**src/rtl/elevator_motion_ctrl.sv**
```systemverilog
// Car motion controller: latches button calls, runs the move/arrive/door
// FSM and owns the current floor register fed back to the request solver.
// Ports: clk, rst_n (sync, active-low); upPress/downPress/floorPress in;
// requestFromUp/requestFromDown in; upRequest/downRequest/floorRequest,
// floor, doorOpen, movingUp, movingDown, arrive out.
module elevator_motion_ctrl #(
  parameter int MAX_FLOOR   = 8,
  parameter int MOVE_CYCLES = 4,
  parameter int DOOR_CYCLES = 3
) (
  input  logic                         clk,
  input  logic                         rst_n,
  input  logic [MAX_FLOOR-1:0]         upPress,
  input  logic [MAX_FLOOR-1:0]         downPress,
  input  logic [MAX_FLOOR-1:0]         floorPress,
  input  logic                         requestFromUp,
  input  logic                         requestFromDown,
  output logic [MAX_FLOOR-1:0]         upRequest,
  output logic [MAX_FLOOR-1:0]         downRequest,
  output logic [MAX_FLOOR-1:0]         floorRequest,
  output logic [$clog2(MAX_FLOOR)-1:0] floor,
  output logic                         doorOpen,
  output logic                         movingUp,
  output logic                         movingDown,
  output logic                         arrive
);

  localparam int FW = $clog2(MAX_FLOOR);
  localparam int MW = (MOVE_CYCLES > 1) ? $clog2(MOVE_CYCLES) : 1;
  localparam int DW = (DOOR_CYCLES > 1) ? $clog2(DOOR_CYCLES) : 1;
  localparam logic [FW-1:0] TOP = FW'(MAX_FLOOR - 1);
  localparam logic [MW-1:0] M_LAST = MW'(MOVE_CYCLES - 1);
  localparam logic [DW-1:0] D_LAST = DW'(DOOR_CYCLES - 1);
  localparam logic [MAX_FLOOR-1:0] ONE = MAX_FLOOR'(1);

  typedef enum logic [1:0] {
    S_IDLE,
    S_MOVE,
    S_ARRIVE,
    S_DOOR
  } state_t;

  state_t                r_state;
  state_t                w_next;
  logic                  r_dir;
  logic                  w_nextDir;
  logic [FW-1:0]         r_floor;
  logic [MW-1:0]         r_moveCnt;
  logic [DW-1:0]         r_doorCnt;
  logic [MAX_FLOOR-1:0]  r_upReq;
  logic [MAX_FLOOR-1:0]  r_dnReq;
  logic [MAX_FLOOR-1:0]  r_flReq;
  logic [MAX_FLOOR-1:0]  w_clr;
  logic                  w_hereReq;
  logic                  w_herePress;
  logic                  w_reqUp;
  logic                  w_reqDn;
  logic                  w_moveDone;
  logic                  w_doorDone;

  assign w_hereReq   = r_upReq[r_floor] | r_dnReq[r_floor]
                     | r_flReq[r_floor];
  assign w_herePress = upPress[r_floor] | downPress[r_floor]
                     | floorPress[r_floor];
  // Solver flags are masked at the shaft ends so no move overruns.
  assign w_reqUp     = requestFromUp & (r_floor != TOP);
  assign w_reqDn     = requestFromDown & (r_floor != '0);
  assign w_moveDone  = (r_moveCnt == M_LAST);
  assign w_doorDone  = (r_doorCnt == D_LAST);
  // The current floor is cleared on DOOR entry and for the whole DOOR
  // stay, so a same-cycle press there is dropped.
  assign w_clr = ((w_next == S_DOOR) || (r_state == S_DOOR))
               ? (ONE << r_floor) : '0;

  always_ff @(posedge clk) begin
    if (!rst_n) r_state <= S_IDLE;
    else        r_state <= w_next;
  end

  always_comb begin
    w_next    = r_state;
    w_nextDir = r_dir;
    unique case (r_state)
      S_IDLE: begin
        if (w_hereReq) begin
          w_next = S_DOOR;
        end else if (r_dir ? w_reqUp : w_reqDn) begin
          w_next = S_MOVE;
        end else if (r_dir ? w_reqDn : w_reqUp) begin
          w_next    = S_MOVE;
          w_nextDir = ~r_dir;
        end
      end
      S_MOVE: begin
        if (w_moveDone) w_next = S_ARRIVE;
      end
      S_ARRIVE: begin
        if (w_hereReq)                       w_next = S_DOOR;
        else if (r_dir ? w_reqUp : w_reqDn)  w_next = S_MOVE;
        else                                 w_next = S_IDLE;
      end
      S_DOOR: begin
        if (!w_herePress && w_doorDone) w_next = S_IDLE;
      end
      default: w_next = S_IDLE;
    endcase
  end

  always_comb begin
    doorOpen   = (r_state == S_DOOR);
    movingUp   = (r_state == S_MOVE) && r_dir;
    movingDown = (r_state == S_MOVE) && !r_dir;
    arrive     = (r_state == S_ARRIVE);
  end

  always_ff @(posedge clk) begin
    if (!rst_n) begin
      r_dir     <= 1'b1;
      r_floor   <= '0;
      r_moveCnt <= '0;
      r_doorCnt <= '0;
      r_upReq   <= '0;
      r_dnReq   <= '0;
      r_flReq   <= '0;
    end else begin
      r_upReq <= (r_upReq | upPress) & ~w_clr;
      r_dnReq <= (r_dnReq | downPress) & ~w_clr;
      r_flReq <= (r_flReq | floorPress) & ~w_clr;
      r_dir   <= w_nextDir;
      if (r_state == S_MOVE) begin
        if (w_moveDone) begin
          r_moveCnt <= '0;
          if (r_dir && (r_floor != TOP))
            r_floor <= r_floor + 1'b1;
          else if (!r_dir && (r_floor != '0))
            r_floor <= r_floor - 1'b1;
        end else begin
          r_moveCnt <= r_moveCnt + 1'b1;
        end
      end else begin
        r_moveCnt <= '0;
      end
      // A press at this floor holds the door by restarting the count.
      if ((r_state == S_DOOR) && !w_herePress && !w_doorDone)
        r_doorCnt <= r_doorCnt + 1'b1;
      else
        r_doorCnt <= '0;
    end
  end

  assign upRequest    = r_upReq;
  assign downRequest  = r_dnReq;
  assign floorRequest = r_flReq;
  assign floor        = r_floor;

endmodule

```
**config.mk**
```make
export PLATFORM = sky130hd
export DESIGN_NAME = elevator_motion_ctrl
export DESIGN_NICKNAME = d
export VERILOG_FILES = /design/src/rtl/elevator_motion_ctrl.sv
export SDC_FILE = /design/constraint.sdc
export NUM_CORES = 1
export LEC_CHECK = 0
export CORE_MARGIN = 4
export CORE_UTILIZATION = 44
export CTS_CLUSTER_SIZE = 25
export DETAILED_ROUTE_END_ITERATION = 12
export HOLD_SLACK_MARGIN = 0.05
export PLACE_DENSITY = 0.9
export SYNTH_ARGS = -nofsm -noshare
export SYNTH_HDL_FRONTEND = slang
export SYNTH_SLANG_ARGS = --single-unit
```
**constraint.sdc**
```tcl
create_clock -name clk -period 2.45 [get_ports clk]
set_clock_uncertainty 0.1 [all_clocks]
set_input_delay 0.735 -clock clk [delete_from_list [all_inputs] [get_ports clk]]
set_output_delay 0.735 -clock clk [all_outputs]
set_load 0.02 [all_outputs]
```
==> results of run 1 <==
placed cells by master, fill, tap and decap left out, types with 3 or more instances in the layout:
| master | n |
|---|---|
| nor4_1 | 3 |
| clkdlybuf4s50_1 | 53 |
| nand2b_1 | 3 |
| and2_1 | 3 |
| inv_1 | 4 |
| buf_4 | 8 |
| o21ai_0 | 4 |
| dfxtp_1 | 32 |
| a31oi_1 | 8 |
| nor2_1 | 62 |
| a21oi_1 | 3 |
| nor3_1 | 8 |
| o31ai_1 | 3 |
| a211oi_1 | 4 |
| nand3_1 | 7 |
| nor2b_1 | 4 |
| nand2_1 | 5 |
| clkbuf_8 | 5 |
| dlymetal6s2s_1 | 3 |
routing by layer:
layer  track usage (%)  wire length [um]
met3              6.10               358
met2              31.1              2060
met1              23.4              1960
met4              5.64                59
met5                 0                 0
area by class of cell:
type	instances	area (um2)	area share, %
Timing Repair Buffer	66	646	26.6
Clock buffer	7	76.3	3.14
Inverter	4	15.0	0.618
Tap cell	46	57.6	2.37
Sequential cell	34	683	28.1
Multi-Input combinational cell	157	922	38.0
Clock inverter	1	30.0	1.24
registers in the layout, summed over array words and instances (netlist names):
| signal | count |
|---|---|
| r_moveCnt | 2 |
| floor | 3 |
| r_doorCnt | 2 |
| downRequest | 8 |
| r_dir | 1 |
| r_state | 2 |
| floorRequest | 8 |
| upRequest | 8 |
timing repair:
action	CTS	global route
gates resized for setup	6	7
pin swaps	0	3
setup endpoints to repair	5	29
kinds of logic after synthesis:
group,after synthesis,share of synthesized area [%]
fa+ha+maj,3,2.75
simple gates,112,33.4
flops,34,41.6
xor+xnor,2,1.07
mux,2,1.99
compound gates,38,15.6
buf+inv,13,3.67
path summary, 6_finish.rpt:
path / slack (ps) / depth (start not counted) / end
max: 90 / 1 / floor[1]
min: 310 / 1 / r_doorCnt[0]
max reg2reg: 210 / 8 / floorRequest[0]
min reg2reg: 310 / 1 / r_doorCnt[0]
power breakdown:
part           switching (uW)  internal (uW)
Clock                     196            304
Combinational             196            192
Sequential               44.4            606
Total                     436           1100
metrics by stage:
step / setup TNS (ps) / power [uW] / utilization (%) / hold WS (ps)
floorplan: 0 / 853 / - / 293
CTS: 0 / 1530 / 69.4 / 315
detailed placement: -1410 / 1050 / 66.1 / 306
finish: 0 / 1540 / 70.1 / 313
global route: 0 / 1600 / 70.1 / 331
global placement: -790 / 1040 / 66.1 / 300
==> run summary, run 1 <==
RUN STATUS
--------------------------------------------------------------------------------------------------
Result of the run ................................................................... complete, no violations

WORST SETUP PATH
--------------------------------------------------------------------------------------------------
Bufs and invs on worst path .........................................................            1
Max stage delay on crit path ........................................................       680 ps
Family with the most delay on the worst path ........................................ buffers and inverters
Crit Path Category ..................................................................   reg -> out
Critical-path cell with the highest stage delay ..................................... clkdlybuf4s50_1
WP data arrival .....................................................................      1530 ps
Cell chain of the critical path ..................................................... clkdlybuf4s50_1
Nature of the critical path endpoint ................................................  output port
Data required time at the worst endpoint ............................................      1620 ps
Critical path startpoint ............................................................     floor[1]
Kind of launch point of the worst setup path ........................................    flip-flop
Reg-to-reg startpoint ...............................................................     floor[0]
Highest fanout seen on the critical path ............................................           11

SYNTHESIS
--------------------------------------------------------------------------------------------------
Post-synthesis cell type count ......................................................           43
Seq/Total Area, Yosys ...............................................................        41.6%
Post-Synthesis Mean Instance Area ...................................................     8.03 um2
Seq cells post-synth ................................................................           34
Synth Cell Area .....................................................................     1640 um2
Post-synth EDFFs ....................................................................            0
Synth top cells by count ............................................................ nor2_1 (62), dfxtp_1 (34), a31oi_1 (8), nor3_1 (8), nand3_1 (7)
Cell with the most instances after synthesis ........................................       nor2_1
Most used flip-flop cell after synthesis ............................................      dfxtp_1
Top-area cell type share of the netlist area ........................................        41.6%
Cell type with the largest total area after synthesis ...............................      dfxtp_1
Ranking of synthesized cells by area ................................................ dfxtp_1 (42%), nor2_1 (14%), a31oi_1 (3.1%)
Proportion of synthesized flip-flops having asynchronous set or reset ...............           0%
Syn Inst Count ......................................................................          204
Synth warn ..........................................................................            0
Number of nets in the synthesized netlist ...........................................          235

DETAILED ROUTING
--------------------------------------------------------------------------------------------------
First-pass iteration count of the detailed router ...................................            4
Initial drt markers .................................................................          131
Vias per cell .......................................................................         5.43
Post-route ant nets .................................................................            0
Routed vias .........................................................................         1709
Final wirelength ....................................................................      4440 um
DR DRC count ........................................................................            0
Mean routed wirelength per cell .....................................................      14.1 um

TIMING
--------------------------------------------------------------------------------------------------
Endpoints failing hold ..............................................................            0
Period utilization ..................................................................        96.5%
Setup repair after global routing missed its margin .................................        false
Shortest clock period the worst path allows after layout ............................      2360 ps
Maximum operating frequency .........................................................    0.423 GHz
Final count of pins violating max slew ..............................................            0
Slew HR .............................................................................        60.9%
Least-Margin Pin Slew ...............................................................       582 ps
PnR worst setup slack ...............................................................      85.6 ps
Number of setup violations in the final report ......................................            0

DIE
--------------------------------------------------------------------------------------------------
Floorplan core area .................................................................     3470 um2
IO Count ............................................................................           59
Die Outline Area ....................................................................     4760 um2
Row count ...........................................................................           21
Initial core utilization ............................................................        47.2%
Floorplan die width .................................................................      69.0 um
Die height ..........................................................................      69.0 um

CTS
--------------------------------------------------------------------------------------------------
CTS tree ............................................................................         done
H-tree level count ..................................................................            2
Clock latency of the later-clocked register in the worst-skew pair ..................       280 ps
Post-CTS Hold Fix Bufs ..............................................................            0
Clock Sinks .........................................................................           34
Count of buffers added by post-CTS timing repair for setup ..........................            0
Clock transition time at the flip-flop clock pins of the worst setup and hold paths .        70 ps
Number of buffers added by the clock tree synthesis step ............................            5
Clock tree root driver cell .........................................................     clkbuf_8
CTS Buffer Depth ....................................................................            2

GRT
--------------------------------------------------------------------------------------------------
Number of global-route vias before repair ...........................................         1709
GRT Overall Usage ...................................................................        18.9%
Global-route congestion overflow total ..............................................            0
First-pass GRT wire length ..........................................................      7580 um
Initial antenna violation count .....................................................            0
Maximum number of pins on one net before global-route repair ........................           15

POWER AND IR DROP
--------------------------------------------------------------------------------------------------
Ratio of total power to cell area ...................................................   633 nW/um2
Static Leak .........................................................................  0.000959 uW
Highest ir drop seen on vdd .........................................................     0.395 mV

FINISH
--------------------------------------------------------------------------------------------------
NumNets Final .......................................................................          299
Fraction of layout cells with a size suffix above 1 .................................        8.55%
Area overhead of the layout relative to synthesis ...................................        48.4%
Count of antenna diodes in the layout ...............................................            0
Layout Cells excl Fill ..............................................................          315
# fillers ...........................................................................          280
Final Instance Area .................................................................     2430 um2

PLACED DESIGN
--------------------------------------------------------------------------------------------------
Placer's final routability congestion estimate ......................................        0.846
Port Buffer Count ...................................................................           58
Placed Cells ........................................................................          307
Area post-placement .................................................................     2290 um2
DP HPWL .............................................................................      3470 um
Worst slack at placement ............................................................      -289 ps

JOB
--------------------------------------------------------------------------------------------------
Number of max-cap violations ........................................................            0

MIN PATH
--------------------------------------------------------------------------------------------------
Hold Path Origin .................................................................... r_doorCnt[0]
Tightest Hold Check Type ............................................................   reg -> reg

Power figures use the tool's default switching activity.
==> inputs of run 2 (changes only) <==
CORE_UTILIZATION = 45   (was 44)
PLACE_DENSITY = 0.91   (was 0.9)
clock period = 3 ns   (was 2.45 ns; I/O delays follow)
==> run 2 against run 1 <==
Net effect: critical path type unchanged; first-iteration DRC count shrank 24%; register-to-register slack gained 260 ps; via count shrank 0.35%; combinational power is 19% lower; flip-flop and latch count unchanged; global-route usage is 0.33 points higher; core utilization fell by 1.3 points; clock power is 47% lower; non-clock buffer count decreased by 1; final cell count is 0.32% lower.
==> run summary, run 2 (same netlist as run 1, synthesis figures left out) <==
RUN STATUS
--------------------------------------------------------------------------------------------------
Result of the run ................................................................... complete, no violations

DIE
--------------------------------------------------------------------------------------------------
Die Outline Area ....................................................................     4670 um2   -2.0%
Floorplan die width .................................................................      68.3 um   -0.99%
Row count ...........................................................................           21   unchanged
Die height ..........................................................................      68.3 um   -0.99%
Floorplan core area .................................................................     3420 um2   -1.5%
Initial core utilization ............................................................        47.9%   +0.73 points
IO Count ............................................................................           59   unchanged

WORST SETUP PATH
--------------------------------------------------------------------------------------------------
Nature of the critical path endpoint ................................................  output port
WP data arrival .....................................................................      1750 ps   +220 ps
Kind of launch point of the worst setup path ........................................    flip-flop
Family with the most delay on the worst path ........................................ buffers and inverters
Crit Path Category ..................................................................   reg -> out
Critical-path cell with the highest stage delay ..................................... clkdlybuf4s50_1
Bufs and invs on worst path .........................................................            1   unchanged
Data required time at the worst endpoint ............................................      2000 ps   +380 ps
Cell chain of the critical path ..................................................... clkdlybuf4s50_1
Highest fanout seen on the critical path ............................................           16   +5
Max stage delay on crit path ........................................................       720 ps   +40 ps

CTS
--------------------------------------------------------------------------------------------------
CTS Buffer Depth ....................................................................            2   unchanged
Clock transition time at the flip-flop clock pins of the worst setup and hold paths .       100 ps   +30 ps
Post-CTS Hold Fix Bufs ..............................................................            0   unchanged
Clock latency of the later-clocked register in the worst-skew pair ..................       340 ps   +60 ps
CTS tree ............................................................................         done
H-tree level count ..................................................................            2   unchanged
Clock Sinks .........................................................................           34   unchanged
Resize count post-CTS ...............................................................            0   -6
Clock tree root driver cell .........................................................     clkbuf_4
Count of buffers added by post-CTS timing repair for setup ..........................            0   unchanged
Number of buffers added by the clock tree synthesis step ............................            5   unchanged

POWER AND IR DROP
--------------------------------------------------------------------------------------------------
Power share of the combinational group ..............................................        28.4%   +3.2 points
Highest ir drop seen on vdd .........................................................     0.267 mV   -33%
Ratio of total power to cell area ...................................................   472 nW/um2   -25%
Internal power ......................................................................       765 uW   -31%
Static Leak .........................................................................  0.000886 uW   -7.7%
Sequential cell fraction of total power .............................................        47.7%   +5.4 points
Switching power total ...............................................................       344 uW   -21%
Switching share of power ............................................................        31.0%   +2.7 points
Part of the total power dissipated in the clock network .............................        23.9%   -8.6 points

DETAILED ROUTING
--------------------------------------------------------------------------------------------------
First-pass iteration count of the detailed router ...................................            4   unchanged
Vias per cell .......................................................................         5.42   about the same
Post-route ant nets .................................................................            0   unchanged
Routed vias .........................................................................         1703   -0.35%
Final wirelength ....................................................................      4110 um   -7.4%
Mean routed wirelength per cell .....................................................      13.1 um   -7.1%
DR DRC count ........................................................................            0   unchanged
Initial drt markers .................................................................          100   -24%

FINISH
--------------------------------------------------------------------------------------------------
Most frequent standard cell in the layout excluding fill and tap cells ..............       nor2_1
Area overhead of the layout relative to synthesis ...................................        43.3%
Fraction of layout cells with a size suffix above 1 .................................        6.72%   -1.8 points
Count of antenna diodes in the layout ...............................................            0   unchanged
Final Instance Area .................................................................     2350 um2   -3.4%
Top library cells by usage in the layout, fill and taps aside ....................... nor2_1 (62), clkdlybuf4s50_1 (58), dfxtp_1 (34), nor3_1 (8), a31oi_1 (8)
NumNets Final .......................................................................          298   -0.33%
# fillers ...........................................................................          281   +0.36%

GRT
--------------------------------------------------------------------------------------------------
Number of global-route vias before repair ...........................................         1543   -9.7%
Met2 layer usage reported by global route ...........................................        31.8%   +0.62 points
First-pass GRT wire length ..........................................................      6710 um   -11%
Met1 Track Usage GR .................................................................        23.9%   +0.53 points
Global routing met3 resource utilization ............................................        4.27%   -1.8 points
Global-route congestion overflow total ..............................................            0   unchanged
Maximum number of pins on one net before global-route repair ........................           18   +3
GRT busiest layer ...................................................................         met2
GRT Overall Usage ...................................................................        19.2%   +0.33 points
Initial antenna violation count .....................................................            0   unchanged

TIMING
--------------------------------------------------------------------------------------------------
Setup_tns ...........................................................................         0 ps   unchanged
Maximum operating frequency .........................................................    0.364 GHz
Worst Hold Slack ....................................................................       319 ps   +5.40 ps
Slew HR .............................................................................        59.8%   -1.1 points
Final count of pins violating max slew ..............................................            0   unchanged
PnR worst setup slack ...............................................................       250 ps   +164 ps
Shortest clock period the worst path allows after layout ............................      2750 ps
Endpoints failing hold ..............................................................            0   unchanged
Number of setup violations in the final report ......................................            0   unchanged
Setup repair after global routing missed its margin .................................        false
Period utilization ..................................................................        91.7%
Least-Margin Pin Slew ...............................................................       599 ps   +16.7 ps

MIN PATH
--------------------------------------------------------------------------------------------------
Tightest Hold Check Type ............................................................   reg -> reg

PLACED DESIGN
--------------------------------------------------------------------------------------------------
Port Buffer Count ...................................................................           58   unchanged
Worst slack at placement ............................................................      62.6 ps   +352 ps
Area post-placement .................................................................     2280 um2   -0.33%
Placer's final routability congestion estimate ......................................        0.829   -2.1%
DP HPWL .............................................................................      3290 um   -5.2%

JOB
--------------------------------------------------------------------------------------------------
Number of max-cap violations ........................................................            0   unchanged

[run 2: cell types whose count changed in the layout (fill, tap and decap cells not counted), moves of 2 or more]
| cell | before | now |
|---|---|---|
| clkbuf_4 | 0 | 5 |
| clkdlybuf4s50_1 | 53 | 58 |
| clkbuf_8 | 5 | 1 |
| dlymetal6s2s_1 | 3 | 0 |
| clkbuf_1 | 2 | 0 |
| dfxtp_1 | 32 | 34 |
| dfxtp_2 | 2 | 0 |
| dlygate4sd2_1 | 2 | 0 |
[run 2: area by class of cell]
cell class / count / area [um2] / area share (%)
Clock buffer: 6 / 51.3 / 2.19
Clock inverter: 2 / 12.5 / 0.533
Inverter: 4 / 15.0 / 0.640
Multi-Input combinational cell: 157 / 897 / 38.2
Sequential cell: 34 / 681 / 29.0
Tap cell: 46 / 57.6 / 2.45
Timing Repair Buffer: 65 / 633 / 27.0
[run 2: power groups by stage]
stage	registers (uW)	logic, uW	clock network (uW)
after floorplan	578	119	0
after detailed placement	541	316	0
after CTS	530	317	274
final	529	315	265
after global routing	536	344	292
after global placement	538	312	0
[run 2: path summary, 6_finish.rpt]
check,start,cells after the start,slack (ps),endpoint
worst max-delay path,floor[0],1,250,floor[0]
worst min-delay path,r_doorCnt[0],1,320,r_doorCnt[0]
worst max register to register,floor[0],6,470,floorRequest[2]
worst min register to register,r_doorCnt[0],1,320,r_doorCnt[0]
[run 2: stage by stage]
stage          power [uW]  std cells  utilization [%]
2_1_floorplan         696        204                -
5_1_grt              1170        314             68.7
4_1_cts              1120        314             68.7
3_3_place_gp          850        306             66.8
3_5_place_dp          856        306             66.8
6_report             1110        314             68.7
[run 2: routing by layer]
metal  part of all wire, %  vias to the layer above
met1                    44                      785
met2                    48                       59
met3                   7.5                        3
met4                  0.49                        0
met5                     0                        -
li1                      -                      856
==> inputs of run 3 (changes only) <==
CTS_CLUSTER_DIAMETER = 150   (was not set)
DONT_BUFFER_PORTS = 1   (was not set)
PLACE_DENSITY = 0.71   (was 0.91)
clock period = 3.3 ns   (was 3 ns; I/O delays follow)
==> run 3 against run 2 <==
Net effect: die area stayed put; combinational power is 63% lower; highest routed layer unchanged; final cell count is 20% lower; critical endpoint is now movingDown; largest cell class unchanged.
==> run summary, run 3 (same netlist as run 1, synthesis figures left out) <==
RUN STATUS
--------------------------------------------------------------------------------------------------
Result of the run ................................................................... complete, no violations

DIE
--------------------------------------------------------------------------------------------------
Floorplan die width .................................................................      68.3 um   unchanged
Initial core utilization ............................................................        47.9%   unchanged
IO Count ............................................................................           59   unchanged
Die Outline Area ....................................................................     4670 um2   unchanged
Die height ..........................................................................      68.3 um   unchanged
Row count ...........................................................................           21   unchanged
Floorplan core area .................................................................     3420 um2   unchanged

FINISH
--------------------------------------------------------------------------------------------------
NumNets Final .......................................................................          235   -21%
Fraction of layout cells with a size suffix above 1 .................................        6.34%   -0.37 points
# fillers ...........................................................................          345   +23%
Final Instance Area .................................................................     1740 um2   -26%
Area overhead of the layout relative to synthesis ...................................        6.42%
Top library cells by usage in the layout, fill and taps aside ....................... nor2_1 (62), dfxtp_1 (34), nor3_1 (8), a31oi_1 (8), nand3_1 (7)
Most frequent standard cell in the layout excluding fill and tap cells ..............       nor2_1
Count of antenna diodes in the layout ...............................................            0   unchanged

CTS
--------------------------------------------------------------------------------------------------
Clock tree root driver cell .........................................................     clkbuf_4
Resize count post-CTS ...............................................................            0   unchanged
Number of buffers added by the clock tree synthesis step ............................            5   unchanged
Clock latency of the later-clocked register in the worst-skew pair ..................       340 ps   about the same
CTS tree ............................................................................         done
Post-CTS Hold Fix Bufs ..............................................................            0   unchanged
Clock transition time at the flip-flop clock pins of the worst setup and hold paths .       110 ps   about the same
Clock Sinks .........................................................................           34   unchanged
CTS Buffer Depth ....................................................................            2   unchanged
Count of buffers added by post-CTS timing repair for setup ..........................            0   unchanged
H-tree level count ..................................................................            2   unchanged

POWER AND IR DROP
--------------------------------------------------------------------------------------------------
Highest ir drop seen on vdd .........................................................     0.200 mV   -25%
Ratio of total power to cell area ...................................................   544 nW/um2   +15%
Power share of the combinational group ..............................................        12.4%   -16 points
Sequential cell fraction of total power .............................................        56.0%   +8.3 points
Switching power total ...............................................................       295 uW   -14%
Switching share of power ............................................................        31.1%   +0.096 points
Internal power ......................................................................       653 uW   -15%
Part of the total power dissipated in the clock network .............................        31.6%   +7.7 points
Static Leak .........................................................................  0.000651 uW   -26%
Total power consumption of the routed design ........................................       948 uW   -15%

GRT
--------------------------------------------------------------------------------------------------
Maximum number of pins on one net before global-route repair ........................           23   +5
GRT Overall Usage ...................................................................        17.0%   -2.2 points
Global-route congestion overflow total ..............................................            0   unchanged
Number of global-route vias before repair ...........................................         1326   -14%
Initial antenna violation count .....................................................            0   unchanged
First-pass GRT wire length ..........................................................      5860 um   -13%

DETAILED ROUTING
--------------------------------------------------------------------------------------------------
Post-route ant nets .................................................................            0   unchanged
Final wirelength ....................................................................      3900 um   -5.1%
First-pass iteration count of the detailed router ...................................            4   unchanged
Vias per cell .......................................................................         5.69   +4.9%
Initial drt markers .................................................................           85   -15%
Routed vias .........................................................................         1428   -16%
DR DRC count ........................................................................            0   unchanged
Mean routed wirelength per cell .....................................................      15.5 um   +19%

TIMING
--------------------------------------------------------------------------------------------------
Shortest clock period the worst path allows after layout ............................      2800 ps
Final count of pins violating max slew ..............................................            0   unchanged
Worst Hold Slack ....................................................................       320 ps   +1.55 ps
Endpoints failing hold ..............................................................            0   unchanged
Setup_tns ...........................................................................         0 ps   unchanged
Least-Margin Pin Slew ...............................................................       712 ps   +113 ps
Period utilization ..................................................................        84.9%
Maximum operating frequency .........................................................    0.357 GHz
Number of setup violations in the final report ......................................            0   unchanged
Slew HR .............................................................................        52.5%   -7.4 points
Setup repair after global routing missed its margin .................................        false

PLACED DESIGN
--------------------------------------------------------------------------------------------------
Area post-placement .................................................................     1670 um2   -27%
DP HPWL .............................................................................      2960 um   -10%
Placer's final routability congestion estimate ......................................        0.786   -5.1%
Port Buffer Count ...................................................................            0   -100%

WORST SETUP PATH
--------------------------------------------------------------------------------------------------
Nature of the critical path endpoint ................................................  output port
Most prevalent standard cell on the critical path ...................................      nor2b_1
Critical-path cell with the highest stage delay .....................................      dfxtp_1
Crit Path Category ..................................................................   reg -> out
WP data arrival .....................................................................      1710 ps   -40 ps
Family with the most delay on the worst path ........................................ simple AND/OR/NAND/NOR gates
Max stage delay on crit path ........................................................       590 ps   -130 ps
R2R setup slack .....................................................................       780 ps   +310 ps
Bufs and invs on worst path .........................................................            0   -1
Highest fanout seen on the critical path ............................................           15   -1
Cell chain of the critical path ..................................................... nor2b_1 -> nor2b_1
Kind of launch point of the worst setup path ........................................    flip-flop
Data required time at the worst endpoint ............................................      2210 ps   +210 ps

JOB
--------------------------------------------------------------------------------------------------
Number of max-cap violations ........................................................            0   unchanged

MIN PATH
--------------------------------------------------------------------------------------------------
Tightest Hold Check Type ............................................................   reg -> reg

-- run 3: worst paths after layout --
kind	start	end	cells past startpoint
setup / recovery	r_state[0]	movingDown	2
hold / removal	r_doorCnt[0]	r_doorCnt[0]	1
setup reg to reg	floor[1]	upRequest[7]	7
hold reg to reg	r_doorCnt[0]	r_doorCnt[0]	1
-- run 3: final cells by class --
cell class	instances	area, um2	area share (%)
clock buffer	5	37.5	2.15
clock inverter	3	40.0	2.30
inverter	4	15.0	0.861
multi-input combinational	157	897	51.5
sequential	34	681	39.1
tap	46	57.6	3.30
timing repair buffer	2	15.0	0.861
-- run 3: metrics by stage --
step                setup slack (ps)  utilization [%]  cells
floorplan                        897                -    204
global placement                 760             48.8    243
detailed placement               713             48.8    243
CTS                              494             51.0    251
global route                     337             51.0    251
finish                           498             51.0    251
-- run 3: power by group through the flow --
stage / Combinational [uW] / Clock [uW] / Sequential [uW]
CTS: 118 / 307 / 532
global route: 134 / 327 / 538
floorplan: 108 / 0 / 525
detailed placement: 117 / 0 / 541
finish: 118 / 299 / 531
global placement: 116 / 0 / 541
-- run 3: metal layers --
| layer | track usage (%) | vias up | routed length [um] |
|---|---|---|---|
| li1 | - | 720 | - |
| met1 | 20.8 | 651 | 1730 |
| met2 | 26.7 | 48 | 1760 |
| met3 | 6.40 | 9 | 342 |
| met4 | 7.20 | 0 | 68 |
| met5 | 0 | - | 0 |
